File: src/rtl/cic_decim_mc_pkg.sv
// Shared types and width helpers for the multi-channel CIC decimator.
package cic_decim_mc_pkg;

  // Per-decimation-event control broadcast from the controller to every lane.
  typedef struct packed {
    logic dec;
    logic flush;
    logic clear;
  } cic_ctrl_t;

  function automatic int rate_w(input int max_decim);
    return $clog2(max_decim + 1);
  endfunction

  function automatic int acc_w(input int width, input int num_stages, input int max_decim);
    return width + num_stages * $clog2(max_decim);
  endfunction

endpackage

File: src/rtl/cic_decim_mc_lane.sv
// One channel's I and Q integrator/comb cascades with its output data register.
// Latency: comb result is registered on the cycle after a decimation event.
// Backpressure: none locally; the shared controller only asserts dec when the output register is free.
module cic_decim_mc_lane
  import cic_decim_mc_pkg::*;
#(
  parameter int WIDTH      = 16,
  parameter int NUM_STAGES = 4,
  parameter int ACC_W      = 48
) (
  input  logic               clk,
  input  logic               reset,
  input  logic               acc,
  input  cic_ctrl_t          ctrl,
  input  logic [2*WIDTH-1:0] in_dat,
  output logic [2*ACC_W-1:0] out_dat
);

  for (genvar c = 0; c < 2; c++) begin : g_comp
    logic [ACC_W-1:0] integ     [NUM_STAGES];
    logic [ACC_W-1:0] integ_nxt [NUM_STAGES];
    logic [ACC_W-1:0] comb_dly  [NUM_STAGES];
    logic [ACC_W-1:0] comb_in   [NUM_STAGES];
    logic [ACC_W-1:0] comb_out;
    logic [ACC_W-1:0] out_q;
    logic [WIDTH-1:0] x;

    assign x = in_dat[c*WIDTH +: WIDTH];

    // Unpipelined cascade: every stage sees this beat's updated value from the stage before.
    always_comb begin
      logic [ACC_W-1:0] run;
      run = {{(ACC_W-WIDTH){x[WIDTH-1]}}, x};
      for (int k = 0; k < NUM_STAGES; k++) begin
        run          = integ[k] + run;
        integ_nxt[k] = run;
      end
    end

    always_comb begin
      logic [ACC_W-1:0] diff;
      diff = integ[NUM_STAGES-1];
      for (int k = 0; k < NUM_STAGES; k++) begin
        comb_in[k] = diff;
        diff       = diff - comb_dly[k];
      end
      comb_out = diff;
    end

    // A flush clears the filter right after its final comb load so the next burst starts clean.
    always_ff @(posedge clk) begin
      if (reset || ctrl.clear || (ctrl.dec && ctrl.flush)) begin
        for (int k = 0; k < NUM_STAGES; k++) begin
          integ[k]    <= '0;
          comb_dly[k] <= '0;
        end
      end else begin
        if (acc) begin
          for (int k = 0; k < NUM_STAGES; k++) integ[k] <= integ_nxt[k];
        end
        if (ctrl.dec) begin
          for (int k = 0; k < NUM_STAGES; k++) comb_dly[k] <= comb_in[k];
        end
      end
    end

    always_ff @(posedge clk) begin
      if (reset) out_q <= '0;
      else if (ctrl.dec) out_q <= comb_out;
    end

    assign out_dat[c*ACC_W +: ACC_W] = out_q;
  end

endmodule

File: src/rtl/cic_decim_mc.sv
// Runtime-programmable multi-channel CIC decimator with in-band end-of-burst flush.
// Latency: o_tvalid rises two edges after the edge opening the decimating beat's accept cycle.
// Backpressure: i_tready drops during rate_stb, a pending decimation, or a held output beat.
module cic_decim_mc
  import cic_decim_mc_pkg::*;
#(
  parameter  int WIDTH      = 16,
  parameter  int NUM_CHAN   = 1,
  parameter  int NUM_STAGES = 4,
  parameter  int MAX_DECIM  = 255,
  localparam int RATE_W     = rate_w(MAX_DECIM),
  localparam int ACC_W      = acc_w(WIDTH, NUM_STAGES, MAX_DECIM)
) (
  input  logic                         clk,
  input  logic                         reset,
  input  logic [RATE_W-1:0]            rate,
  input  logic                         rate_stb,
  input  logic [NUM_CHAN*2*WIDTH-1:0]  i_tdata,
  input  logic                         i_tlast,
  input  logic                         i_tvalid,
  output logic                         i_tready,
  output logic [NUM_CHAN*2*ACC_W-1:0]  o_tdata,
  output logic                         o_tlast,
  output logic                         o_partial,
  output logic                         o_tvalid,
  input  logic                         o_tready
);

  logic [RATE_W-1:0] rate_q;
  logic [RATE_W-1:0] cnt;
  logic [RATE_W-1:0] last_cnt;
  logic              dec_pend;
  logic              pend_last;
  logic              pend_partial;
  logic              accept;
  logic              at_end;
  logic              dec_evt;
  logic              ld;
  cic_ctrl_t         ctrl;

  // A programmed rate of 0 behaves as 1, so the terminal count is 0 either way.
  assign last_cnt = (rate_q == '0) ? '0 : rate_q - RATE_W'(1);
  assign i_tready = ~rate_stb & ~dec_pend & (~o_tvalid | o_tready);
  assign accept   = i_tvalid & i_tready;
  assign at_end   = (cnt == last_cnt);
  assign dec_evt  = accept & (at_end | i_tlast);
  assign ld       = dec_pend & ~rate_stb;
  assign ctrl     = '{dec: ld, flush: pend_last, clear: rate_stb};

  always_ff @(posedge clk) begin
    if (reset) begin
      rate_q       <= '0;
      cnt          <= '0;
      dec_pend     <= 1'b0;
      pend_last    <= 1'b0;
      pend_partial <= 1'b0;
    end else if (rate_stb) begin
      rate_q   <= rate;
      cnt      <= '0;
      dec_pend <= 1'b0;
    end else if (dec_evt) begin
      cnt          <= '0;
      dec_pend     <= 1'b1;
      pend_last    <= i_tlast;
      pend_partial <= i_tlast & ~at_end;
    end else begin
      dec_pend <= 1'b0;
      if (accept) cnt <= cnt + RATE_W'(1);
    end
  end

  // The output register is always empty when ld fires: accepting the decimating beat required it.
  always_ff @(posedge clk) begin
    if (reset) begin
      o_tvalid  <= 1'b0;
      o_tlast   <= 1'b0;
      o_partial <= 1'b0;
    end else if (ld) begin
      o_tvalid  <= 1'b1;
      o_tlast   <= pend_last;
      o_partial <= pend_partial;
    end else if (o_tready) begin
      o_tvalid  <= 1'b0;
      o_tlast   <= 1'b0;
      o_partial <= 1'b0;
    end
  end

  for (genvar ch = 0; ch < NUM_CHAN; ch++) begin : g_lane
    cic_decim_mc_lane #(
      .WIDTH      (WIDTH),
      .NUM_STAGES (NUM_STAGES),
      .ACC_W      (ACC_W)
    ) u_lane (
      .clk     (clk),
      .reset   (reset),
      .acc     (accept),
      .ctrl    (ctrl),
      .in_dat  (i_tdata[ch*2*WIDTH +: 2*WIDTH]),
      .out_dat (o_tdata[ch*2*ACC_W +: 2*ACC_W])
    );
  end

endmodule

File: config.mk
export PLATFORM = sky130hd
export DESIGN_NAME = cic_decim_mc
export DESIGN_NICKNAME = d
export VERILOG_FILES = /design/src/rtl/cic_decim_mc_pkg.sv /design/src/rtl/cic_decim_mc_lane.sv /design/src/rtl/cic_decim_mc.sv
export SDC_FILE = /design/constraint.sdc
export NUM_CORES = 2
export LEC_CHECK = 0
export BUFFER_PORTS_ARGS = -buffer_cell sky130_fd_sc_hd__buf_2
export CAP_MARGIN = 0
export CORE_ASPECT_RATIO = 2
export CORE_UTILIZATION = 55
export DETAILED_ROUTE_END_ITERATION = 7
export MAX_ROUTING_LAYER = met4
export PLACE_DENSITY = 0.79
export SYNTH_ARGS = -nofsm -noshare
export SYNTH_HDL_FRONTEND = slang
export SYNTH_SLANG_ARGS = --single-unit
export TNS_END_PERCENT = 50
File: constraint.sdc
create_clock -name clk -period 13 [get_ports clk]
set_input_delay 0.65 -clock clk [delete_from_list [all_inputs] [get_ports clk]]
set_output_delay 0.65 -clock clk [all_outputs]
set_load 0.05 [all_outputs]
==> results.sh <==
export IMPL_timing_rr_end="g_lane[0].u_lane.g_comp[0].integ[3][47]$_SDFFCE_PN0P_"
export IMPL_grt_usage_pct=25.05
export IMPL_drt_iter0_markers=2805
export IMPL_max_slew_margin_pct=19.16
export IMPL_grt_remaining_overflow=0
export IMPL_cts_clk_slew_worst_paths_ps=60
export IMPL_synthTopCellsByArea="edfxtp_1, ha_1, and2_1"
export IMPL_die_x_um=257.4
export IMPL_drive_gt1_share_pct=4.685
export IMPL_hold_class="in -> reg"
export IMPL_syn_inst=7847
export IMPL_route_detailed_drc=0
export IMPL_startpoint_type="flip-flop"
export IMPL_worst_skew_pair_late_latency_ps=710
export IMPL_postPlaceCellArea_um2=74130
export IMPL_timing_worst_setup_path_type="reg -> reg"
export IMPL_cts_root_buf="clkbuf_16"
export IMPL_synth_yosys_seq_area_share_pct=35.43
export IMPL_ctsHoldBuffers=0
export IMPL_grt_antenna_before_repair=2
export IMPL_dieArea_um2=132000
export IMPL_ant_nets=0
export IMPL_tns_ps=0
export IMPL_status="finished clean"
export IMPL_nets=8728
export IMPL_critPathArrivalTime_ps=11050
export IMPL_post_drt_wl_per_cell_um=16.85
export IMPL_min_delay_start="rate[2]"
export IMPL_hold_violations=0
export IMPL_cts_buffers=89
export IMPL_slowest_delay_ps=510
export IMPL_synth_top_area_share_pct=32.14
export IMPL_rsz0062_at_grt="false"
export IMPL_synth_cell_area_um2=71750
export IMPL_async_flop_share_pct=0
export IMPL_gp_congestion=0.9306
export IMPL_port_buffers=145
export IMPL_crit_family="compound AO/OA/AOI/OAI gates"
export IMPL_maxCapViolCount=0
export IMPL_cp_max_fo=5
export IMPL_rrSetupSlack_ps=2500
export IMPL_dp_hpwl_um=122900
export IMPL_critPathMostFrequentCell="o21ai_0"
export IMPL_htree_levels=3
export IMPL_period_needed_ps=10500
export IMPL_synth_seq_cells=886
export IMPL_die_y_um=512.8
export IMPL_clock_skew_final_ps=32.38
export IMPL_start_util_pct=55.36
export IMPL_worst_pin_slew_ps=1182
export IMPL_max_freq_mhz=95.27
export IMPL_cts_tree="built"
export IMPL_cp_slowest_cell="or4_1"
export IMPL_yosysWarningCount=0
export IMPL_r2r_start="g_lane[0].u_lane.g_comp[0].integ[0][0]$_SDFFCE_PN0P_"
export IMPL_fill_cells=11100
export IMPL_slew_violations=0
export IMPL_rows=187
export IMPL_whs_endpoint="rate_q[2]$_SDFFE_PP0P_"
export IMPL_cp_depth=41
export IMPL_fin_area_um2=77170
export IMPL_cts_sinks=886
export IMPL_wirelength_um=163200
export IMPL_hold_slack_ps=180.0
export IMPL_dr_total_vias=56680
export IMPL_via_per_inst=5.852
export IMPL_synth_edf_count=768
export IMPL_synth_distinct_cells=87
export IMPL_grt_max_degree=365
export IMPL_syn_nets=8664
export IMPL_grt_pass1_wl_um=269600
export IMPL_required_ps=13550
export IMPL_post_cts_resized=0
export IMPL_path_buf_inv=2
export IMPL_post_route_period_util_pct=80.75
export IMPL_yosysTopAreaCell="edfxtp_1"
export IMPL_end_kind="flip-flop"
export IMPL_avgSynthCellArea_um2=9.144
export IMPL_whs_path_depth=3
export IMPL_cts_setup_buffers=0
export IMPL_fp_coreArea_um2=129600
export IMPL_io_pins=146
export IMPL_syn_to_final_growth_pct=7.545
export IMPL_synthFlopType="edfxtp_1"
export IMPL_drt_first_pass_iters=7
export IMPL_clock_path_buffers=3
export IMPL_reg2reg_depth=41
export IMPL_setup_violations=0
export IMPL_grt_pass1_vias=56770
-- synth_stat cells (22+ instances only) --
cell and n:
edfxtp_1 768, ha_1 755, a21oi_1 748, and2_1 674
inv_1 596, nor2_1 491, a21o_1 479, nand2_1 474
xnor2_1 442, o21ai_0 341, xor2_1 241, clkbuf_1 181
o21bai_1 130, nand3_1 121, nand2b_1 120, dfxtp_1 118
nor3_1 110, o21a_1 106, nor2b_1 91, nand4_1 88
a31oi_1 76, and3_1 73, a211oi_1 64, o31ai_1 40
o211ai_1 32, a21boi_0 31, or3_1 31, mux2i_1 28
or2_2 23, a211o_1 22, and4_1 22
-- layout by cell type, fill, tap and decap left out, types with 23 or more instances in the layout --
cell       Yosys  layout
o21a_1       106     106
inv_1        596     597
nand3_1      121     121
and2_1       674     674
edfxtp_1     768     768
a211oi_1      64      64
nand4_1       88      88
ha_1         755     755
nor3_1       110     109
o21bai_1     130     130
xor2_1       241     241
o21ai_0      341     341
nand2b_1     120     118
or2_2         23      23
nor2_1       491     491
xnor2_1      442     442
nand2_1      474     473
a21o_1       479     479
dfxtp_1      118     118
or3_1         31      30
o211ai_1      32      32
clkbuf_16      0      95
and3_1        73      72
buf_2          0     144
a21oi_1      748     748
mux2i_1       28      28
o31ai_1       40      40
nor2b_1       91      90
a31oi_1       76      76
a21boi_0      31      31
-- kinds of logic after synthesis --
group | Yosys count | synth area share (%)
buffers and inverters | 784 | 4.101
DFF | 886 | 35.43
xor gates and xnor gates | 687 | 8.459
and+or+nand+nor | 2398 | 17.36
AOI/OAI and AO/OA | 2292 | 20.62
muxes | 29 | 0.4063
adders and majority gates | 771 | 13.61
-- metal layers --
metal / GRT usage (%) / up-vias / wire length [µm]
met1: 26.33 / 26770 / 65250
met3: 2.558 / 357 / 5013
met2: 47.21 / 1126 / 86820
met5: - / - / 0
met4: 10.08 / 0 / 6113
li1: - / 28420 / -
-- worst max-delay path by stage --
stage	from	end	slack [ps]
6_report	g_lane[0].u_lane.g_comp[0].integ[0][0]$_SDFFCE_PN0P_	g_lane[0].u_lane.g_comp[0].integ[3][47]$_SDFFCE_PN0P_	2500
5_1_grt	g_lane[0].u_lane.g_comp[0].integ[0][0]$_SDFFCE_PN0P_	g_lane[0].u_lane.g_comp[0].integ[3][47]$_SDFFCE_PN0P_	1720
4_1_cts	g_lane[0].u_lane.g_comp[0].integ[0][0]$_SDFFCE_PN0P_	g_lane[0].u_lane.g_comp[0].integ[3][47]$_SDFFCE_PN0P_	2640
3_5_place_dp	i_tdata[0]	g_lane[0].u_lane.g_comp[0].integ[3][47]$_SDFFCE_PN0P_	2260
3_3_place_gp	i_tdata[0]	g_lane[0].u_lane.g_comp[0].integ[3][47]$_SDFFCE_PN0P_	2470
2_1_floorplan	rate_stb	g_lane[0].u_lane.g_comp[0].integ[0][0]$_SDFFCE_PN0P_	650
-- state kept, by name (all words and copies together) (netlist names), 8 cells and up --
| name | count |
|---|---|
| g_lane.u_lane.g_comp.out_q | 96 |
| rate_q | 8 |
| g_lane.u_lane.g_comp.integ | 384 |
| cnt | 8 |
| g_lane.u_lane.g_comp.comb_dly | 384 |
-- metrics by stage --
step	utilization [%]	std cells	setup slack [ps]
after floorplan	-	7847	648.4
after global placement	57.19	9521	2474
after detailed placement	57.19	9521	2259
after CTS	59.53	9684	2642
after global routing	59.53	9685	1724
final	59.53	9685	2503
-- layout make-up --
cell class	count	area, µm²	area share, %
diodes	1	2.502	0.003243
clock buffers	110	2465	3.194
clock inverters	53	568.0	0.7361
inverters	596	2237	2.899
multi-input cells	6177	43430	56.28
flip-flops and latches	886	25420	32.95
well taps	1701	2128	2.758
repair buffers	161	910.9	1.180
-- tightest hold or removal path: stages --
cell	delay, ps
buf_2	80
mux2i_1	50
nor2_1	70
Power is left out: the tool's default activity adds up to more than one toggle a clock period on the data nets, which glitch-free logic cannot reach.
